--- config.mk ---
export PLATFORM = sky130hd
export DESIGN_NAME = dot_sequencer_flat
export DESIGN_NICKNAME = d
export VERILOG_FILES = /design/src/rtl/dot_pkg.sv /design/src/rtl/dot_sequencer_if.sv /design/src/rtl/dot_lane_reducer.sv /design/src/rtl/dot_sequencer.sv /design/src/flat_wrapper.sv
export SDC_FILE = /design/constraint.sdc
export NUM_CORES = 1
export LEC_CHECK = 0
export ABC_AREA = 0
export BUFFER_PORTS_ARGS = -buffer_cell sky130_fd_sc_hd__buf_4
export CORE_ASPECT_RATIO = 0.75
export CORE_MARGIN = 2
export CORE_UTILIZATION = 30
export CTS_CLUSTER_DIAMETER = 30
export CTS_CLUSTER_SIZE = 12
export DETAILED_ROUTE_END_ITERATION = 16
export GPL_TIMING_DRIVEN = 0
export SLEW_MARGIN = 0
export SYNTH_ARGS = -nofsm -noshare
export SYNTH_HDL_FRONTEND = slang
export SYNTH_SLANG_ARGS = --single-unit
--- constraint.sdc ---
create_clock -name clk -period 6.98 [get_ports clk]
set_input_delay 1.396 -clock clk [delete_from_list [all_inputs] [get_ports clk]]
set_output_delay 1.396 -clock clk [all_outputs]
set_load 0.01 [all_outputs]
--- src/rtl/dot_pkg.sv ---
// Shared defaults, state encoding and beat-counter helpers for the dot-product sequencer.
package dot_pkg;

    localparam int data_width_dflt = 8;
    localparam int para_deg_dflt   = 3;
    localparam int beat_w          = 8;

    typedef enum logic [2:0] {
        IDLE   = 3'd0,
        ACCUM  = 3'd1,
        DRAIN  = 3'd2,
        REDUCE = 3'd3,
        OUT    = 3'd4
    } state_t;

    function automatic logic [beat_w-1:0] sat_inc(input logic [beat_w-1:0] v);
        return (&v) ? v : v + 1'b1;
    endfunction

endpackage

--- src/rtl/dot_sequencer_if.sv ---
// Bus bundle between the dot-product sequencer, its beat source, its result sink and the PEGroup.
interface dot_sequencer_if
    import dot_pkg::*;
#(
    parameter int data_width = data_width_dflt,
    parameter int para_deg   = para_deg_dflt
);

    // Both streams: a transfer happens on a rising edge where valid && ready;
    // the producer holds its payload stable until that edge.
    logic                             in_valid;
    logic                             in_ready;
    logic [para_deg*data_width-1:0]   in_a;
    logic [para_deg*data_width-1:0]   in_b;
    logic                             in_last;

    logic [para_deg*data_width-1:0]   pe_data0;
    logic [para_deg*data_width-1:0]   pe_data1;
    logic                             pe_load_old_output;
    logic [para_deg*2*data_width-1:0] pe_old_output;
    logic [para_deg*2*data_width-1:0] pe_result;

    logic                             out_valid;
    logic                             out_ready;
    logic [2*data_width-1:0]          out_sum;
    logic [beat_w-1:0]                out_beats;

    modport slave (
        input  in_valid, in_a, in_b, in_last, pe_result, out_ready,
        output in_ready, pe_data0, pe_data1, pe_load_old_output, pe_old_output,
               out_valid, out_sum, out_beats
    );

    modport master (
        output in_valid, in_a, in_b, in_last, pe_result, out_ready,
        input  in_ready, pe_data0, pe_data1, pe_load_old_output, pe_old_output,
               out_valid, out_sum, out_beats
    );

endinterface

--- src/rtl/dot_lane_reducer.sv ---
// Captures the PEGroup lane results and sums them serially, one lane per cycle.
module dot_lane_reducer
    import dot_pkg::*;
#(
    parameter int data_width = data_width_dflt,
    parameter int para_deg   = para_deg_dflt
) (
    input  logic                             clk,
    input  logic                             reset,
    input  logic                             start,
    input  logic [para_deg*2*data_width-1:0] lanes,
    output logic [2*data_width-1:0]          sum,
    output logic                             done
);

    localparam int lw    = 2 * data_width;
    localparam int idx_w = (para_deg > 1) ? $clog2(para_deg) : 1;

    logic [para_deg*lw-1:0] lane_q;
    logic [lw-1:0]          acc;
    logic [idx_w-1:0]       idx;
    logic                   busy;

    // High during the cycle that performs the final addition.
    assign done = busy && (idx == idx_w'(para_deg - 1));
    assign sum  = acc;

    always_ff @(posedge clk or negedge reset) begin
        if (!reset) begin
            lane_q <= '0;
            acc    <= '0;
            idx    <= '0;
            busy   <= 1'b0;
        end else if (start) begin
            lane_q <= lanes;
            acc    <= '0;
            idx    <= '0;
            busy   <= 1'b1;
        end else if (busy) begin
            acc <= acc + lane_q[int'(idx)*lw +: lw];
            if (done) begin
                busy <= 1'b0;
                idx  <= '0;
            end else begin
                idx <= idx + 1'b1;
            end
        end
    end

endmodule

--- src/rtl/dot_sequencer.sv ---
// Streams operand beats into an external PEGroup, then reduces its lanes into one dot product.
module dot_sequencer
    import dot_pkg::*;
#(
    parameter int data_width = data_width_dflt,
    parameter int para_deg   = para_deg_dflt
) (
    input  logic             clk,
    input  logic             reset,
    dot_sequencer_if.slave   bus,
    output state_t           dbg_state
);

    state_t state;
    logic   accept;
    logic   red_start;
    logic   red_done;

    assign bus.in_ready = reset && (state == IDLE || state == ACCUM);
    assign accept       = bus.in_valid && bus.in_ready;

    // Bubbles in ACCUM feed zeros with feedback on, so the PE accumulators hold.
    assign bus.pe_data0           = accept ? bus.in_a : '0;
    assign bus.pe_data1           = accept ? bus.in_b : '0;
    assign bus.pe_load_old_output = reset && (state == ACCUM);
    assign bus.pe_old_output      = bus.pe_result;

    assign red_start = (state == DRAIN);
    assign dbg_state = state;

    dot_lane_reducer #(
        .data_width (data_width),
        .para_deg   (para_deg)
    ) u_reducer (
        .clk   (clk),
        .reset (reset),
        .start (red_start),
        .lanes (bus.pe_result),
        .sum   (bus.out_sum),
        .done  (red_done)
    );

    always_ff @(posedge clk or negedge reset) begin
        if (!reset) begin
            state         <= IDLE;
            bus.out_valid <= 1'b0;
            bus.out_beats <= '0;
        end else begin
            case (state)
                IDLE: begin
                    if (accept) begin
                        bus.out_beats <= beat_w'(1);
                        state         <= bus.in_last ? DRAIN : ACCUM;
                    end
                end
                ACCUM: begin
                    if (accept) begin
                        bus.out_beats <= sat_inc(bus.out_beats);
                        if (bus.in_last) state <= DRAIN;
                    end
                end
                DRAIN: state <= REDUCE;
                REDUCE: begin
                    if (red_done) begin
                        state         <= OUT;
                        bus.out_valid <= 1'b1;
                    end
                end
                OUT: begin
                    if (bus.out_ready) begin
                        state         <= IDLE;
                        bus.out_valid <= 1'b0;
                    end
                end
                default: state <= IDLE;
            endcase
        end
    end

endmodule

--- src/flat_wrapper.sv ---
// flat-port wrapper written by rule: the top's interface ports become plain ports
module dot_sequencer_flat import dot_pkg::*;
#(
    parameter int data_width = data_width_dflt,
    parameter int para_deg   = para_deg_dflt
)
  (clk, reset, dbg_state, bus_in_valid, bus_in_a, bus_in_b, bus_in_last, bus_pe_result, bus_out_ready, bus_in_ready, bus_pe_data0, bus_pe_data1, bus_pe_load_old_output, bus_pe_old_output, bus_out_valid, bus_out_sum, bus_out_beats);
  dot_sequencer_if #(.data_width(data_width), .para_deg(para_deg)) bus_i ();
  input  logic clk;
  input  logic reset;
  output state_t dbg_state;
  input wire logic [$bits(bus_i.in_valid)-1:0] bus_in_valid;
  input wire logic [$bits(bus_i.in_a)-1:0] bus_in_a;
  input wire logic [$bits(bus_i.in_b)-1:0] bus_in_b;
  input wire logic [$bits(bus_i.in_last)-1:0] bus_in_last;
  input wire logic [$bits(bus_i.pe_result)-1:0] bus_pe_result;
  input wire logic [$bits(bus_i.out_ready)-1:0] bus_out_ready;
  output wire logic [$bits(bus_i.in_ready)-1:0] bus_in_ready;
  output wire logic [$bits(bus_i.pe_data0)-1:0] bus_pe_data0;
  output wire logic [$bits(bus_i.pe_data1)-1:0] bus_pe_data1;
  output wire logic [$bits(bus_i.pe_load_old_output)-1:0] bus_pe_load_old_output;
  output wire logic [$bits(bus_i.pe_old_output)-1:0] bus_pe_old_output;
  output wire logic [$bits(bus_i.out_valid)-1:0] bus_out_valid;
  output wire logic [$bits(bus_i.out_sum)-1:0] bus_out_sum;
  output wire logic [$bits(bus_i.out_beats)-1:0] bus_out_beats;
  assign bus_i.in_valid = bus_in_valid;
  assign bus_i.in_a = bus_in_a;
  assign bus_i.in_b = bus_in_b;
  assign bus_i.in_last = bus_in_last;
  assign bus_i.pe_result = bus_pe_result;
  assign bus_i.out_ready = bus_out_ready;
  assign bus_in_ready = bus_i.in_ready;
  assign bus_pe_data0 = bus_i.pe_data0;
  assign bus_pe_data1 = bus_i.pe_data1;
  assign bus_pe_load_old_output = bus_i.pe_load_old_output;
  assign bus_pe_old_output = bus_i.pe_old_output;
  assign bus_out_valid = bus_i.out_valid;
  assign bus_out_sum = bus_i.out_sum;
  assign bus_out_beats = bus_i.out_beats;
  dot_sequencer #(.data_width(data_width), .para_deg(para_deg)) u_core (.clk(clk), .reset(reset), .bus(bus_i), .dbg_state(dbg_state));
endmodule
## Word-level counts from Yosys, hierarchy flattened

Index checks and enable logic that the tools add are counted.

- Add/subtract/negate cells: 3
- Equal/unequal tests: 11
- Shifts and indexed selects: 1
- Mux-type cells: 24
- Reductions and logical operators: 13

Operators by type and width:

| cell | count |
|---|---|
| $mux 24 | 2 |
| $shiftx 48x7->16 | 1 |
| $mux 16 | 2 |
| $mux 8 | 3 |
| $add 16x16->16 | 1 |
| $pmux 8 s2 | 1 |
| $mux 3 | 5 |
| $pmux 3 s5 | 1 |
| $add 8x1->8 const B | 1 |
| $mux 2 | 4 |
| $reduce_and 8->1 | 1 |
| $eq 3x2->1 const B | 2 |
| $ne 2x1->1 const B | 3 |
| $ne 2x2->1 const B | 3 |
| $reduce_bool 2->1 | 3 |
| $mux 1 | 5 |
| $reduce_and 5->1 | 1 |
| $logic_and 1x1->1 | 4 |
| $reduce_and 4->1 | 1 |
| $eq 3x1->1 const B | 1 |
| $eq 3x3->1 const B | 1 |
| $logic_not 3->1 | 1 |
| $reduce_and 3->1 | 1 |
| $add 2x1->2 const B | 1 |
| 3 further kinds | 3 |

- Flip-flop bits (word level): 79
- Bits of input ports: 101

## Depth between registers and ports, before layout

- Depth after elaboration: 6
- Depth in mapped cells: 13
- Gate-level depth less buffers: 11

## Cells and area by module

A second synthesis with hierarchy kept.

- Cell total of the unflattened synthesis: 496
- Area total of the unflattened synthesis: 4,987.3 µm²

Modules (own cells, without submodules):

| module | instances | cells an instance | area each (µm²) |
|---|---|---|---|
| dot_lane_reducer | 1 | 322 | 3,602.2 |
| dot_sequencer | 1 | 174 | 1,385.1 |

## Worst setup path before layout

Ideal clock, no wire load.

- Kind: in2out
- Start point: in bus_in_valid
- End point: out bus_pe_data0[23]
- Data arrival time: 2.121 ns
- Data required time: 5.584 ns
- Slack: 3.463 ns
- Stages on the path: 3
- Path buffers: 1
- Path through: and4bb_2 clkbuf_1 and2_1

- Word-level cells in the longest chain between the ends: 2

Ends and longest elaborated chain:

| element | line | text |
|---|---|---|
| start: declaration | flat_wrapper.sv:12 | `input wire logic [$bits(bus_i.in_valid)-1:0] bus_in_valid;` |
| $logic_and 1x1->1 | dot_sequencer.sv:20 | `assign accept = bus.in_valid && bus.in_ready;` |
| $mux 24 | dot_sequencer.sv:23 | `assign bus.pe_data0 = accept ? bus.in_a : '0;` |
| end: declaration | flat_wrapper.sv:19 | `output wire logic [$bits(bus_i.pe_data0)-1:0] bus_pe_data0;` |

Every way passes these cells.

## Worst setup path in the final report

- Start point: in reset
- End point: out bus_pe_data1[15]

- Word-level cells in the longest chain between the ends: 3

Ends and longest elaborated chain:

| element | line | text |
|---|---|---|
| start: declaration | flat_wrapper.sv:10 | `input logic reset;` |
| $logic_and 1x1->1 | dot_sequencer.sv:19 | `assign bus.in_ready = reset && (state == IDLE \|\| state == ACCUM);` |
| $logic_and 1x1->1 | dot_sequencer.sv:20 |  |
| $mux 24 | dot_sequencer.sv:24 | `assign bus.pe_data1 = accept ? bus.in_b : '0;` |
| end: declaration | flat_wrapper.sv:20 | `output wire logic [$bits(bus_i.pe_data1)-1:0] bus_pe_data1;` |

Every way passes these cells.

==> impl_results.md <==
* Final worst path period share at 0.689
* # Max-Cap Violations at 0
* Num CTS Buffers at 9
* H-tree Lvls at 3
* Post-Synthesis Cells at 601
* Post-layout minimum cycle time at 4.81 ns
* Final setup violation count at 0
* Initial drt markers at 208
* Drt via density at 4.54
* EDFF count, synth at 0
* DRC Markers at 0
* CTS tree: yes
* Synth Cell Area at 0.00497 mm^2
* Syn Nets at 719
* Largest area contributor in the netlist: dfrtp_1
* Top cell type's share of synthesized area at 0.397
* Post-route ant nets at 0
* Reg2reg path depth at 12
* Final wirelength at 15700 um
* RSZ-0062 raised after global routing: no
* Drt wl/cell at 14.9 um
* YS warnings at 0
* Worst IR Drop VDD at 151 uV
* Reg clk slew, reported paths at 0.07 ns
* Max Freq at 0.208 GHz
* Final HPWL DP at 12600 um
* CP arrival at 3.41 ns
* Final Max Slew Viols at 0
* Clock skew at 0.00776 ns
* Sw Share at 0.442
* First-pass GRT wire length at 23700 um
* Final count of hold timing violations at 0
* Die ar. at 0.0176 mm^2
* WP data required at 5.58 ns
* Total GRT Usage at 0.171
* Worst skew pair latency at 0.34 ns
* Core box area at 0.0161 mm^2
* Reg power frac at 0.267
* PD cells at 422 mW/mm^2
* Critical Path End Type: primary output
* Outcome: finished clean
* Cts-stage hold buffer count at 0
* Area Overhead vs Synth at 45.4%
* Most instantiated library cell after synthesis: nand2_1
* Avg Cell Area, Syn at 8.28 um^2
* Leak at 3.77 nW
* Metal-1 WL at 7180 um
* Aggregate global routing overflow at 0
* Pre-CTS setup slack at 2.05 ns
* #FFs+latches synth at 79
* Post-synth ARST share at 1.00
* CTS Sinks at 79
* R2R setup slack at 3.56 ns
* Reg-to-reg endpoint: u_core.u_reducer.sum[13]$_DFFE_PN0P_
* Fin worst setup slack at 2.17 ns
* Largest cells by area after synthesis: dfrtp_1 40%, nand2_1 13%, buf_4 7.4%, and2_1 6.7%, mux2i_1 4.4%
* Initial core utilization at 0.309
* Clk pwr share at 0.154
* Share of cells above drive strength 1 at 0.358
* IO Count at 227
* Fin util at 0.449
* Power share of the combinational group at 0.579
* Pin count of the biggest net entering global routing at 83
* Die X at 153 um
* Fin nets at 956
* PostCTS Resize Cnt at 0
* DR vias at 4785
* Top Metal Used: met4
* Fill cells at 1643
* Routability cong. at 0.845
* Initial antenna violation count at 0
* Row Count at 40
* WS Path Type: primary input to primary output
* Relative slew slack at 0.315
* Post-synth cell types at 54
* Slew @ Worst Pin at 1.03 ns
* Root Driver: clkbuf_16
* Diode count at 0
* I/O Buffers at 226
* Crit Path Max Fanout at 82
* Int Pwr at 1.70 mW
* Met2 wire length at 7230 um
* Worst hold path type: flop to flop
* Vias in the first global route at 4487
* Startpoint Class: primary input
* TritonRoute pass-1 iters at 5
* Crit path to: bus_pe_data1[15]
* Switching power at 1.35 mW
* Ys flop type: dfrtp_1
* Die H at 116 um
* Sequential area share after synthesis at 0.397
* Max clock buf depth at 2
* Post-CTS Setup Bufs at 0
* Synth top cells by count: 177 x nand2_1, 79 x dfrtp_1, 53 x and2_1
* Critical Path Source: reset
* Reg2Reg Launch Point: u_core.u_reducer.idx[0]$_DFFE_PN0P_
* Metal3 WL at 1180 um
* Setup TNS at 0 ns
-- cell type report --
class	instances	area [um^2]	area share
flip-flops and latches	79	1980	0.273
clock buffers	10	239	0.0331
inverters	6	22.5	0.00312
multi-input cells	436	2480	0.343
repair buffers	226	1700	0.235
well taps	210	263	0.0363
plain buffers	80	497	0.0687
clock inverters	6	57.6	0.00796
-- power by group through the flow --
stage / sequential (mW) / combinational (mW) / clock, mW
floorplan: 0.811 / 1.20 / 0
global placement: 0.820 / 1.75 / 0
detailed placement: 0.825 / 1.76 / 0
CTS: 0.816 / 1.78 / 0.483
global route: 0.839 / 1.97 / 0.497
finish: 0.815 / 1.77 / 0.469
-- stage by stage --
stage / power, mW / hold WS, ns / cells / instance area [um^2]
6_report: 3.05 / 0.476 / 1053 / 7230
5_1_grt: 3.30 / 0.485 / 1053 / 7230
4_1_cts: 3.07 / 0.478 / 1053 / 7230
3_5_place_dp: 2.59 / 0.462 / 1037 / 6930
3_3_place_gp: 2.57 / 0.458 / 1037 / 6930
2_1_floorplan: 2.01 / 0.445 / 601 / 4970
-- registers in the layout, indices dropped and copies added, names as in the netlist --
name,flops
u_core.u_reducer.busy,1
u_core.bus.out_beats,8
u_core.bus.out_valid,1
u_core.u_reducer.idx,2
u_core.dbg_state,3
u_core.u_reducer.lane_q,48
u_core.u_reducer.sum,16
-- worst max-delay path, cell delays in order --
cell and delay [ns]:
buf_4 0.74, and4bb_2 0.51, clkbuf_1 0.36, and2_1 0.21, buf_4 0.12
-- how the worst min path moves through the flow --
stage                                             from                                      end  slack (ns)  depth (start not counted)
6_report       u_core.u_reducer.lane_q[24]$_DFFE_PN0N_  u_core.u_reducer.lane_q[24]$_DFFE_PN0N_        0.48                          2
5_1_grt        u_core.u_reducer.lane_q[46]$_DFFE_PN0N_  u_core.u_reducer.lane_q[46]$_DFFE_PN0N_        0.48                          2
4_1_cts        u_core.u_reducer.lane_q[46]$_DFFE_PN0N_  u_core.u_reducer.lane_q[46]$_DFFE_PN0N_        0.48                          2
3_5_place_dp   u_core.u_reducer.lane_q[46]$_DFFE_PN0N_  u_core.u_reducer.lane_q[46]$_DFFE_PN0N_        0.46                          2
3_3_place_gp   u_core.u_reducer.lane_q[21]$_DFFE_PN0N_  u_core.u_reducer.lane_q[21]$_DFFE_PN0N_        0.46                          2
2_1_floorplan   u_core.u_reducer.lane_q[0]$_DFFE_PN0N_   u_core.u_reducer.lane_q[0]$_DFFE_PN0N_        0.44                          2
-- routing by layer --
layer	global-route usage	vias to the layer above
met2	0.282	194
li1	-	2431
met5	0	-
met4	0.0327	0
met1	0.233	2156
met3	0.0396	4
-- cell families (layout without fill, tap and decap cells) --
group,Yosys count,in the layout,share of synthesized area
AOI/OAI and AO/OA,87,87,0.112
xor gates and xnor gates,14,14,0.0247
adders and majority gates,17,17,0.0443
buffers and inverters,86,328,0.104
DFF,79,79,0.397
muxes,24,24,0.0488
and+or+nand+nor,294,294,0.269
-- cell usage in the layout (no fill, tap or decap), drive strengths merged, types with 2 or more instances in the layout --
cell	instances
nor3	8
ha	16
mux2	2
mux2i	22
nand2b	3
o22ai	2
o21bai	2
nand3b	2
nand4	4
nor3b	2
a21o	5
a211oi	4
o211ai	3
o31a	2
nor2	24
xnor2	7
a21oi	22
buf	280
nor4	2
clkbuf	36
and3	3
nor2b	2
nand2	177
nand3	11
o21a	2
inv	11
dfrtp	79
xor2	7
o21ai	30
and2	53
Power figures use the tool's default switching activity.
